## config.mk

```make
export PLATFORM = sky130hd
export DESIGN_NAME = updown_counter_mod
export DESIGN_NICKNAME = d
export VERILOG_FILES = /design/src/rtl/updown_counter_mod.sv
export SDC_FILE = /design/constraint.sdc
export NUM_CORES = 1
export LEC_CHECK = 0
export CORE_ASPECT_RATIO = 0.5
export CORE_MARGIN = 2
export CORE_UTILIZATION = 30
export CTS_CLUSTER_DIAMETER = 40
export DETAILED_ROUTE_END_ITERATION = 8
export GPL_TIMING_DRIVEN = 1
export HOLD_SLACK_MARGIN = 0.03
export PLACE_DENSITY = 0.61
export REMOVE_ABC_BUFFERS = 1
export SLEW_MARGIN = 0
export SYNTH_ARGS = -nofsm -noshare
export SYNTH_HDL_FRONTEND = slang
export SYNTH_SLANG_ARGS = --single-unit
```

## constraint.sdc

```tcl
create_clock -name clk -period 4.2 [get_ports clk]
set_input_delay 0.42 -clock clk [delete_from_list [all_inputs] [get_ports clk]]
set_output_delay 0.42 -clock clk [all_outputs]
set_load 0.1 [all_outputs]
```

## src/rtl/updown_counter_mod.sv

```systemverilog
// Parametrised up/down counter with load, step size, terminal-count flags and wrap pulse.
// Build option: define UDC_SATURATE_EN to clamp at the endpoints instead of wrapping.
module updown_counter_mod #(
  parameter int unsigned      WIDTH   = 8,
  parameter logic [WIDTH-1:0] MAX_VAL = {WIDTH{1'b1}},
  parameter int unsigned      STEP_W  = 4
) (
  input  logic              clk,
  input  logic              rst,
  input  logic              en,
  input  logic              up_down,
  input  logic [STEP_W-1:0] step,
  input  logic              load,
  input  logic [WIDTH-1:0]  load_val,
  output logic [WIDTH-1:0]  out,
  output logic              tc_up,
  output logic              tc_dn,
  output logic              wrap
);

  localparam int unsigned   CW   = WIDTH + 1;
  localparam logic [CW-1:0] MAXC = CW'(MAX_VAL);
  localparam logic [CW-1:0] MOD  = MAXC + CW'(1);

  logic [CW-1:0]    cur_c;
  logic [CW-1:0]    step_c;
  logic [CW-1:0]    sum_c;
  logic [WIDTH-1:0] out_nxt;
  logic             wrap_nxt;

  // Next count: load beats count beats hold; arithmetic is one bit wider than the count
  always_comb begin
    out_nxt  = out;
    wrap_nxt = 1'b0;
    cur_c    = CW'(out);
    step_c   = CW'(step) % MOD;
    sum_c    = cur_c + step_c;
    if (load) begin
      out_nxt = (load_val > MAX_VAL) ? MAX_VAL : load_val;
    end else if (en && (step != '0)) begin
      if (up_down) begin
        if (sum_c > MAXC) begin
          wrap_nxt = 1'b1;
`ifdef UDC_SATURATE_EN
          out_nxt  = MAX_VAL;
`else
          out_nxt  = WIDTH'(sum_c - MOD);
`endif
        end else begin
          out_nxt = WIDTH'(sum_c);
        end
      end else begin
        if (step_c > cur_c) begin
          wrap_nxt = 1'b1;
`ifdef UDC_SATURATE_EN
          out_nxt  = '0;
`else
          out_nxt  = WIDTH'(cur_c + MOD - step_c);
`endif
        end else begin
          out_nxt = WIDTH'(cur_c - step_c);
        end
      end
    end
  end

  // Flags are registered from the next value so they always track out
  always_ff @(posedge clk or negedge rst) begin
    if (!rst) begin
      out   <= '0;
      wrap  <= 1'b0;
      tc_up <= 1'b0;
      tc_dn <= 1'b1;
    end else begin
      out   <= out_nxt;
      wrap  <= wrap_nxt;
      tc_up <= (out_nxt == MAX_VAL);
      tc_dn <= (out_nxt == '0);
    end
  end

endmodule

```

==> results.py, run 1 <==
metrics = {
    "run_status": {
        "status": "completed",
    },
    "timing": {
        "maxSlewViolCount": 0,
        "setup_viol": 0,
        "fmax_ghz": 0.346,
        "fin_crit_ns": 2.89,
        "relSlewSlack": 0.353,
        "tightest_slew_ns": 0.968,
        "finalHoldViolations": 0,
        "rsz0062_at_grt": "false",
        "finalWorstSetupSlack_ns": 1.31,
        "final.setup.tns_ns": 0,
        "fin_worst_skew_ns": 0.00538,
        "finalCritPeriodShare": 0.688,
    },
    "die": {
        "ios": 28,
        "start_util": 0.307,
        "dieHeight_um": 45.6,
        "rows": 15,
        "die_w_um": 87.1,
        "die-area_mm2": 0.00397,
        "core_area_mm2": 0.00338,
    },
    "detailed_routing": {
        "wl_per_cell_um": 13.9,
        "vias": 948,
        "drc": 0,
        "postRouteAntennaNets": 0,
        "viasPerCell": 5.07,
        "drt_iter0_drc": 58,
        "drt_wl_total_um": 2600,
        "dr.pass1.iters": 4,
    },
    "clock_network": {
        "worst_skew_pair.late_latency_ns": 0.23,
        "cts_sinks": 11,
        "post_cts_buffers": 0,
        "cts_buffers": 3,
        "clockRootBuffer": "clkbuf_8",
        "clk_path_buf_depth": 2,
        "ctsHtreeMaxLevel": 1,
        "ctsHoldBuffers": 0,
        "clkTransAtPathRegs_ns": 0.05,
        "cts_resized": 0,
        "cts_tree": "done",
    },
    "synth": {
        "synth_flop_cell": "dfrtp_1",
        "synth-edff-count": 0,
        "synth-seq-area-share": 0.267,
        "synth_cells": 119,
        "synth_cell_types": 44,
        "netlist_area_mm2": 0.00104,
        "ys_ff_latch": 11,
        "avgSynthCellArea_um2": 8.71,
        "ys_warn_count": 0,
        "async_reset_ff_frac": 1.00,
    },
    "grt": {
        "grtUsageTotal": 0.136,
        "grt_pass1_vias": 869,
        "antenna_found_initial": 0,
        "grt_pass1_wl_um": 4110,
        "grt_max_degree": 20,
        "grt_overflow_total": 0,
    },
    "layout": {
        "antenna_cells": 0,
        "drive_above_1_share": 0.0897,
        "finalInstanceArea_mm2": 0.00137,
        "mostFrequentLayoutCells": "27 x clkdlybuf4s50_1, 10 x inv_1, 10 x nand2_1, 10 x dfrtp_1, 8 x ha_1",
        "final_nets": 173,
        "layout_commonest_cell": "clkdlybuf4s50_1",
        "area_delta_synth_final_pct": 32.5,
    },
    "setup_path": {
        "crit_type": "in -> reg",
        "path_max_fanout": 5,
        "start_kind": "primary input",
        "cp_data_arrival_time_ns": 3.03,
        "end_kind": "flip-flop",
        "worstPathRequired_ns": 4.34,
    },
    "pwr": {
        "power.total_uw": 494,
        "leakage_uw": 0.000563,
        "vdd.ir_drop.worst_uv": 125,
        "pwr_density_cell_mw_per_mm2": 360,
    },
    "placement": {
        "place_area_mm2": 0.00133,
        "gp_congestion": 0.828,
        "hpwl_um": 2060,
        "dp_slack_ns": 1.09,
        "port_buffers": 27,
    },
    "worst_hold_path": {
        "hold_class": "in -> async",
    },
    "job": {
        "drv_cap": 0,
    },
}
## power breakdown
part	internal, uW	leakage, uW	switching, uW	total (uW)
clock network	66.3	0.0000228	35.5	102
logic	85.1	0.000406	171	256
registers	118	0.000134	18.8	137
total	269	0.000563	225	494
## cells by family (layout without fill, tap and decap cells)
family	after synthesis	in the layout	synth area share
xor gates and xnor gates	5	5	0.0423
DFF	11	11	0.267
muxes	3	3	0.0302
buffers and inverters	15	41	0.0664
adders and majority gates	10	10	0.135
AOI/OAI and AO/OA	34	34	0.227
and+or+nand+nor	41	41	0.232
## cell usage after synthesis, types with 3 or more instances
cell,number,area share
xor2_1,4,0.034
nor2_1,6,0.022
nand2b_1,3,0.018
nand2_1,10,0.036
ha_1,8,0.097
inv_1,10,0.036
dfrtp_1,10,0.24
o21ai_0,7,0.034
a21oi_1,6,0.029
nor4_1,3,0.018
a211oi_1,5,0.036
nor2b_1,5,0.030
## registers in the layout, summed over array words and instances (netlist names)
| register | count |
|---|---|
| tc_dn | 1 |
| out | 8 |
| tc_up | 1 |
| wrap | 1 |
## final timing paths
kind	start	endpoint	slack, ns	depth (start not counted)
setup / recovery	step[1]	tc_dn	1.31	10
hold / removal	rst	tc_up	0.51	1
setup reg to reg	out[1]	tc_dn	1.70	8
hold reg to reg	out[6]	wrap	0.69	3
max in group asynchronous	rst	tc_dn	3.35	1
min in group clk	out[6]	wrap	0.69	3
## per-stage QoR
stage	util	cells	hold WS (ns)
floorplan	-	114	0.124
global placement	0.393	183	0.695
detailed placement	0.393	183	0.692
CTS	0.406	187	0.524
global route	0.406	187	0.543
finish	0.406	187	0.508
## layer usage
metal  track usage  part of all wire
met5             0                 0
met1         0.198              0.53
met2         0.221              0.44
met3        0.0145             0.027
met4        0.0277                 0
## layout make-up
| type | count | area [um2] |
|---|---|---|
| clock buffer | 4 | 45.0 |
| fill | 332 | 2010 |
| inverter | 10 | 37.5 |
| multi-input combinational | 93 | 691 |
| sequential | 11 | 277 |
| tap | 42 | 52.6 |
| timing repair buffer | 27 | 270 |
## critical path: stages
cell	delay [ns]
clkdlybuf4s50_1	0.62
inv_1	0.08
ha_1	0.29
nor2b_1	0.05
o311a_1	0.28
a211oi_1	0.28
mux2i_1	0.23
nand2_1	0.12
or4_4	0.52
nor4_2	0.14
Power figures use the tool's default switching activity.
==> run 2: changes to the inputs <==
Settings changed: PLACE_DENSITY 0.61 to 0.63.
Clock period 4.2 ns to 2.45 ns, I/O delays scaled along.
==> results.py, run 2 (synthesized netlist as in run 1, its figures left out) <==
metrics = {
    "die": {
        "die_w_um": 87.1,
        "core_area_mm2": 0.00338,
        "ios": 28,
        "start_util": 0.307,
        "dieHeight_um": 45.6,
        "die-area_mm2": 0.00397,
        "rows": 15,
    },
    "clock_network": {
        "clkTransAtPathRegs_ns": 0.05,
        "clockRootBuffer": "clkbuf_8",
        "cts_buffers": 3,
        "ctsHtreeMaxLevel": 1,
        "worst_skew_pair.late_latency_ns": 0.23,
        "cts_tree": "done",
        "clk_path_buf_depth": 2,
        "cts_sinks": 11,
    },
    "detailed_routing": {
        "vias": 1096,
        "postRouteAntennaNets": 0,
        "drt_iter0_drc": 88,
        "wl_per_cell_um": 14.9,
        "viasPerCell": 5.12,
        "drt_wl_total_um": 3180,
        "dr.pass1.iters": 4,
        "drc": 0,
    },
    "grt": {
        "grt_pass1_wl_um": 4630,
        "antenna_found_initial": 0,
        "grtUsageTotal": 0.154,
        "grt_pass1_vias": 980,
        "grt_max_degree": 12,
        "grt_overflow_total": 0,
    },
    "layout": {
        "mostFrequentLayoutCells": "37 x buf_4, 14 x clkdlybuf4s50_1, 10 x nand2_1, 10 x dfrtp_1, 9 x inv_1",
        "fillCellCount": 318,
        "largest_reg_flops": 8,
        "drive_above_1_share": 0.360,
        "antenna_cells": 0,
        "area_delta_synth_final_pct": 58.2,
        "regMostFlops": "out",
        "layout_commonest_cell": "buf_4",
        "post-route-util": 0.485,
        "finalInstanceArea_mm2": 0.00164,
        "final_nets": 200,
        "final_cells": 214,
    },
    "timing": {
        "relSlewSlack": 0.649,
        "finalWorstSetupSlack_ns": 0.0361,
        "fin_worst_skew_ns": 0.00234,
        "tightest_slew_ns": 0.524,
        "setup_viol": 0,
        "finalHoldViolations": 0,
        "fmax_ghz": 0.414,
        "finalCritPeriodShare": 0.985,
        "fin_crit_ns": 2.41,
        "maxSlewViolCount": 0,
    },
    "setup_path": {
        "cp_data_arrival_time_ns": 2.56,
        "crit_type": "in -> reg",
        "path_max_fanout": 7,
        "start_kind": "primary input",
        "worstPathRequired_ns": 2.60,
        "end_kind": "flip-flop",
    },
    "worst_hold_path": {
        "hold_class": "in -> async",
    },
    "placement": {
        "placed_cells": 208,
        "gp_congestion": 0.832,
        "port_buffers": 27,
        "dp_slack_ns": -0.264,
        "place_area_mm2": 0.00149,
        "hpwl_um": 2460,
    },
    "pwr": {
        "internal-power_uw": 527,
        "power.total_uw": 947,
        "p_seq_frac": 0.242,
        "switching_share": 0.443,
        "pwr_density_cell_mw_per_mm2": 578,
        "power_frac_comb": 0.574,
        "leakage_uw": 0.000730,
        "clkPwrFrac": 0.184,
        "vdd.ir_drop.worst_uv": 180,
        "switchingPower_uw": 420,
    },
    "run_status": {
        "status": "completed",
    },
    "job": {
        "drv_cap": 0,
    },
}
-- run 2: timing repair --
| action | 4_1_cts | 5_1_grt |
|---|---|---|
| resized for setup | 2 | 19 |
| setup endpoints to repair | 2 | 3 |
| pin swaps | 0 | 7 |
| hold buffers | 0 | 0 |
| endpoints found under the hold margin | 0 | 0 |
| setup buffers | 0 | 2 |
-- run 2: worst max-delay path: stages --
cell and delay [ns]:
clkdlybuf4s50_1 0.43, buf_4 0.15, or4_4 0.58, nand2_8 0.13, nor2_1 0.05, a211o_1 0.28, o31a_1 0.12, or4_4 0.44
nor4_4 0.14
-- run 2: final cells by class --
class	instances	area, um2	share of cell area
Multi-Input combinational cell	93	773	0.472
Clock buffer	4	45.0	0.0275
Inverter	10	37.5	0.0229
Tap cell	42	52.6	0.0321
Sequential cell	11	277	0.169
Timing Repair Buffer	54	454	0.277
-- run 2: worst paths after layout --
kind                        startpoint  endpoint  slack (ns)  depth (start not counted)
setup / recovery               step[2]     tc_dn        0.04                          9
hold / removal                     rst    out[3]        0.35                          1
setup reg to reg                out[1]     tc_dn        0.05                          9
hold reg to reg                 out[7]      wrap        0.69                          2
max in group asynchronous          rst     tc_dn        1.74                          1
min in group clk           load_val[2]    out[2]        0.60                          3
-- run 2: metrics by stage --
stage / setup TNS, ns / hold WS, ns
global route: -0.0498 / 0.377
floorplan: -0.936 / -0.0506
finish: 0 / 0.351
global placement: -0.569 / 0.596
CTS: -0.00623 / 0.353
detailed placement: -0.663 / 0.605
-- run 2: power by group through the flow --
stage	Clock [uW]	Combinational (uW)	Sequential, uW
final	174	543	230
after global routing	187	578	232
after CTS	181	508	227
after detailed placement	0	503	230
after global placement	0	500	230
after floorplan	0	167	375
-- run 2: metal layers --
metal,wire length [um],part of all wire,vias up,global-route usage
met5,0,0,-,0
met4,14,0.0044,0,0.0462
met1,1540,0.48,534,0.228
met3,130,0.041,2,0.0127
met2,1500,0.47,24,0.241
li1,-,-,536,-
==> run 3: changes to the inputs <==
Settings changed: CORE_ASPECT_RATIO 0.5 to unset, CORE_UTILIZATION 30 to 43, PLACE_DENSITY 0.63 to 0.82.
==> results.py, run 3 (synthesized netlist as in run 1, its figures left out) <==
metrics = {
    "clock_network": {
        "cts_buffers": 3,
        "cts_tree": "done",
        "ctsHtreeMaxLevel": 1,
        "clkTransAtPathRegs_ns": 0.06,
        "clk_path_buf_depth": 2,
        "cts_sinks": 11,
        "clockRootBuffer": "clkbuf_4",
        "worst_skew_pair.late_latency_ns": 0.28,
    },
    "pwr": {
        "power_frac_comb": 0.596,
        "switching_share": 0.471,
        "pwr_density_cell_mw_per_mm2": 566,
        "internal-power_uw": 469,
        "p_seq_frac": 0.263,
        "vdd.ir_drop.worst_uv": 393,
        "power.total_uw": 887,
        "leakage_uw": 0.000705,
        "switchingPower_uw": 418,
        "clkPwrFrac": 0.141,
    },
    "grt": {
        "grt_pass1_vias": 1012,
        "grtUsageTotal": 0.223,
        "grt_overflow_total": 0,
        "antenna_found_initial": 0,
        "grt_max_degree": 12,
        "grt_pass1_wl_um": 4480,
    },
    "run_status": {
        "status": "completed",
    },
    "timing": {
        "finalWorstSetupSlack_ns": 0.0685,
        "fin_crit_ns": 2.38,
        "finalCritPeriodShare": 0.972,
        "finalHoldViolations": 0,
        "rsz0062_at_grt": "true",
        "fin_hold_ws_ns": 0.292,
        "fin_worst_skew_ns": 0.000784,
        "setup_viol": 0,
        "final.setup.tns_ns": 0,
        "tightest_slew_ns": 0.486,
        "fmax_ghz": 0.420,
        "relSlewSlack": 0.675,
        "maxSlewViolCount": 0,
    },
    "setup_path": {
        "slowest_stage": "clkdlybuf4s50_1",
        "reg2reg_from": "out[0]",
        "path_cells": "clkdlybuf4s50_1 > inv_1 > ha_2 > o21a_1 > o31a_1 > nor2b_2 > or3_1 > a211oi_2 > a211oi_1 > nor4_4",
        "cp_data_arrival_time_ns": 2.58,
        "critPathBufInv": 2,
        "critPathLaunch": "step[3]",
        "slowest_delay_ns": 0.54,
        "end_kind": "flip-flop",
        "path_max_fanout": 6,
        "crit_type": "in -> reg",
        "start_kind": "primary input",
        "crit_family": "compound AO/OA/AOI/OAI gates",
        "worstPathRequired_ns": 2.65,
    },
    "die": {
        "die-area_mm2": 0.00282,
        "ios": 28,
        "core_area_mm2": 0.00225,
        "dieHeight_um": 53.1,
        "die_w_um": 53.1,
        "start_util": 0.459,
        "rows": 17,
    },
    "detailed_routing": {
        "postRouteAntennaNets": 0,
        "vias": 1108,
        "drt_wl_total_um": 2980,
        "wl_per_cell_um": 15.0,
        "dr_wl_met3_um": 108,
        "dr_wl_met2_um": 1460,
        "dr.pass1.iters": 4,
        "met1Wirelength_um": 1310,
        "drc": 0,
        "top_layer": "met4",
        "drt_iter0_drc": 21,
        "viasPerCell": 5.57,
    },
    "layout": {
        "regMostFlops": "out",
        "mostFrequentLayoutCells": "37 x buf_4, 15 x clkdlybuf4s50_1, 10 x inv_1, 10 x nand2_1, 9 x dfrtp_1",
        "final_nets": 199,
        "area_delta_synth_final_pct": 51.1,
        "regArea_um2": 278,
        "antenna_cells": 0,
        "fillCellCount": 191,
        "layout_commonest_cell": "buf_4",
        "multi_input_area_um2": 748,
        "final_cells": 199,
        "largest_reg_flops": 8,
        "drive_above_1_share": 0.363,
    },
    "placement": {
        "port_buffers": 27,
        "dp_slack_ns": -0.339,
        "placed_cells": 190,
        "gp_congestion": 0.832,
        "hpwl_um": 2240,
    },
    "worst_hold_path": {
        "hold_class": "in -> async",
    },
    "job": {
        "drv_cap": 0,
    },
}
## run 3: changes by cell type in the layout (fill, tap and decap cells not counted), moves of 2 or more
cell,delta
a211oi_2,+2
a211oi_1,-2
clkbuf_4,+3
clkbuf_8,-3
ha_4,-2
## run 3: what timing repair did
| item | CTS | global route |
|---|---|---|
| gates resized for setup | 2 | 14 |
| pin swaps | 0 | 6 |
| setup endpoints to repair | 1 | 2 |
| hold buffers | 0 | 0 |
| buffers inserted | 1 | 4 |
## run 3: metal layers
metal,vias to the layer above,global-route usage
li1,531,-
met1,540,0.274
met2,28,0.377
met3,9,0.0311
met4,0,0.115
met5,-,0
## run 3: final cells by class
type | instances | area share
multi-input combinational | 93 | 0.478
timing repair buffer | 53 | 0.281
sequential | 11 | 0.177
inverter | 10 | 0.0240
tap | 28 | 0.0224
clock buffer | 4 | 0.0168
## run 3: metrics by stage
stage | utilization | area [um2]
finish | 0.694 | 1570
global route | 0.694 | 1570
CTS | 0.657 | 1480
detailed placement | 0.639 | 1440
global placement | 0.639 | 1440
floorplan | - | 1000
## run 3: power groups by stage
| stage | clock network, uW | logic [uW] | registers (uW) |
|---|---|---|---|
| detailed placement | 0 | 486 | 234 |
| CTS | 129 | 496 | 230 |
| global placement | 0 | 476 | 232 |
| floorplan | 0 | 167 | 375 |
| global route | 134 | 561 | 235 |
| finish | 125 | 528 | 233 |
## run 3: worst paths after layout
kind	slack (ns)	to	depth (start not counted)
min reg2reg	0.68	wrap	3
max	0.07	tc_dn	10
min in group clk	0.54	out[2]	3
max in group asynchronous	1.81	out[1]	1
max reg2reg	0.07	tc_dn	10
min	0.29	tc_up	1
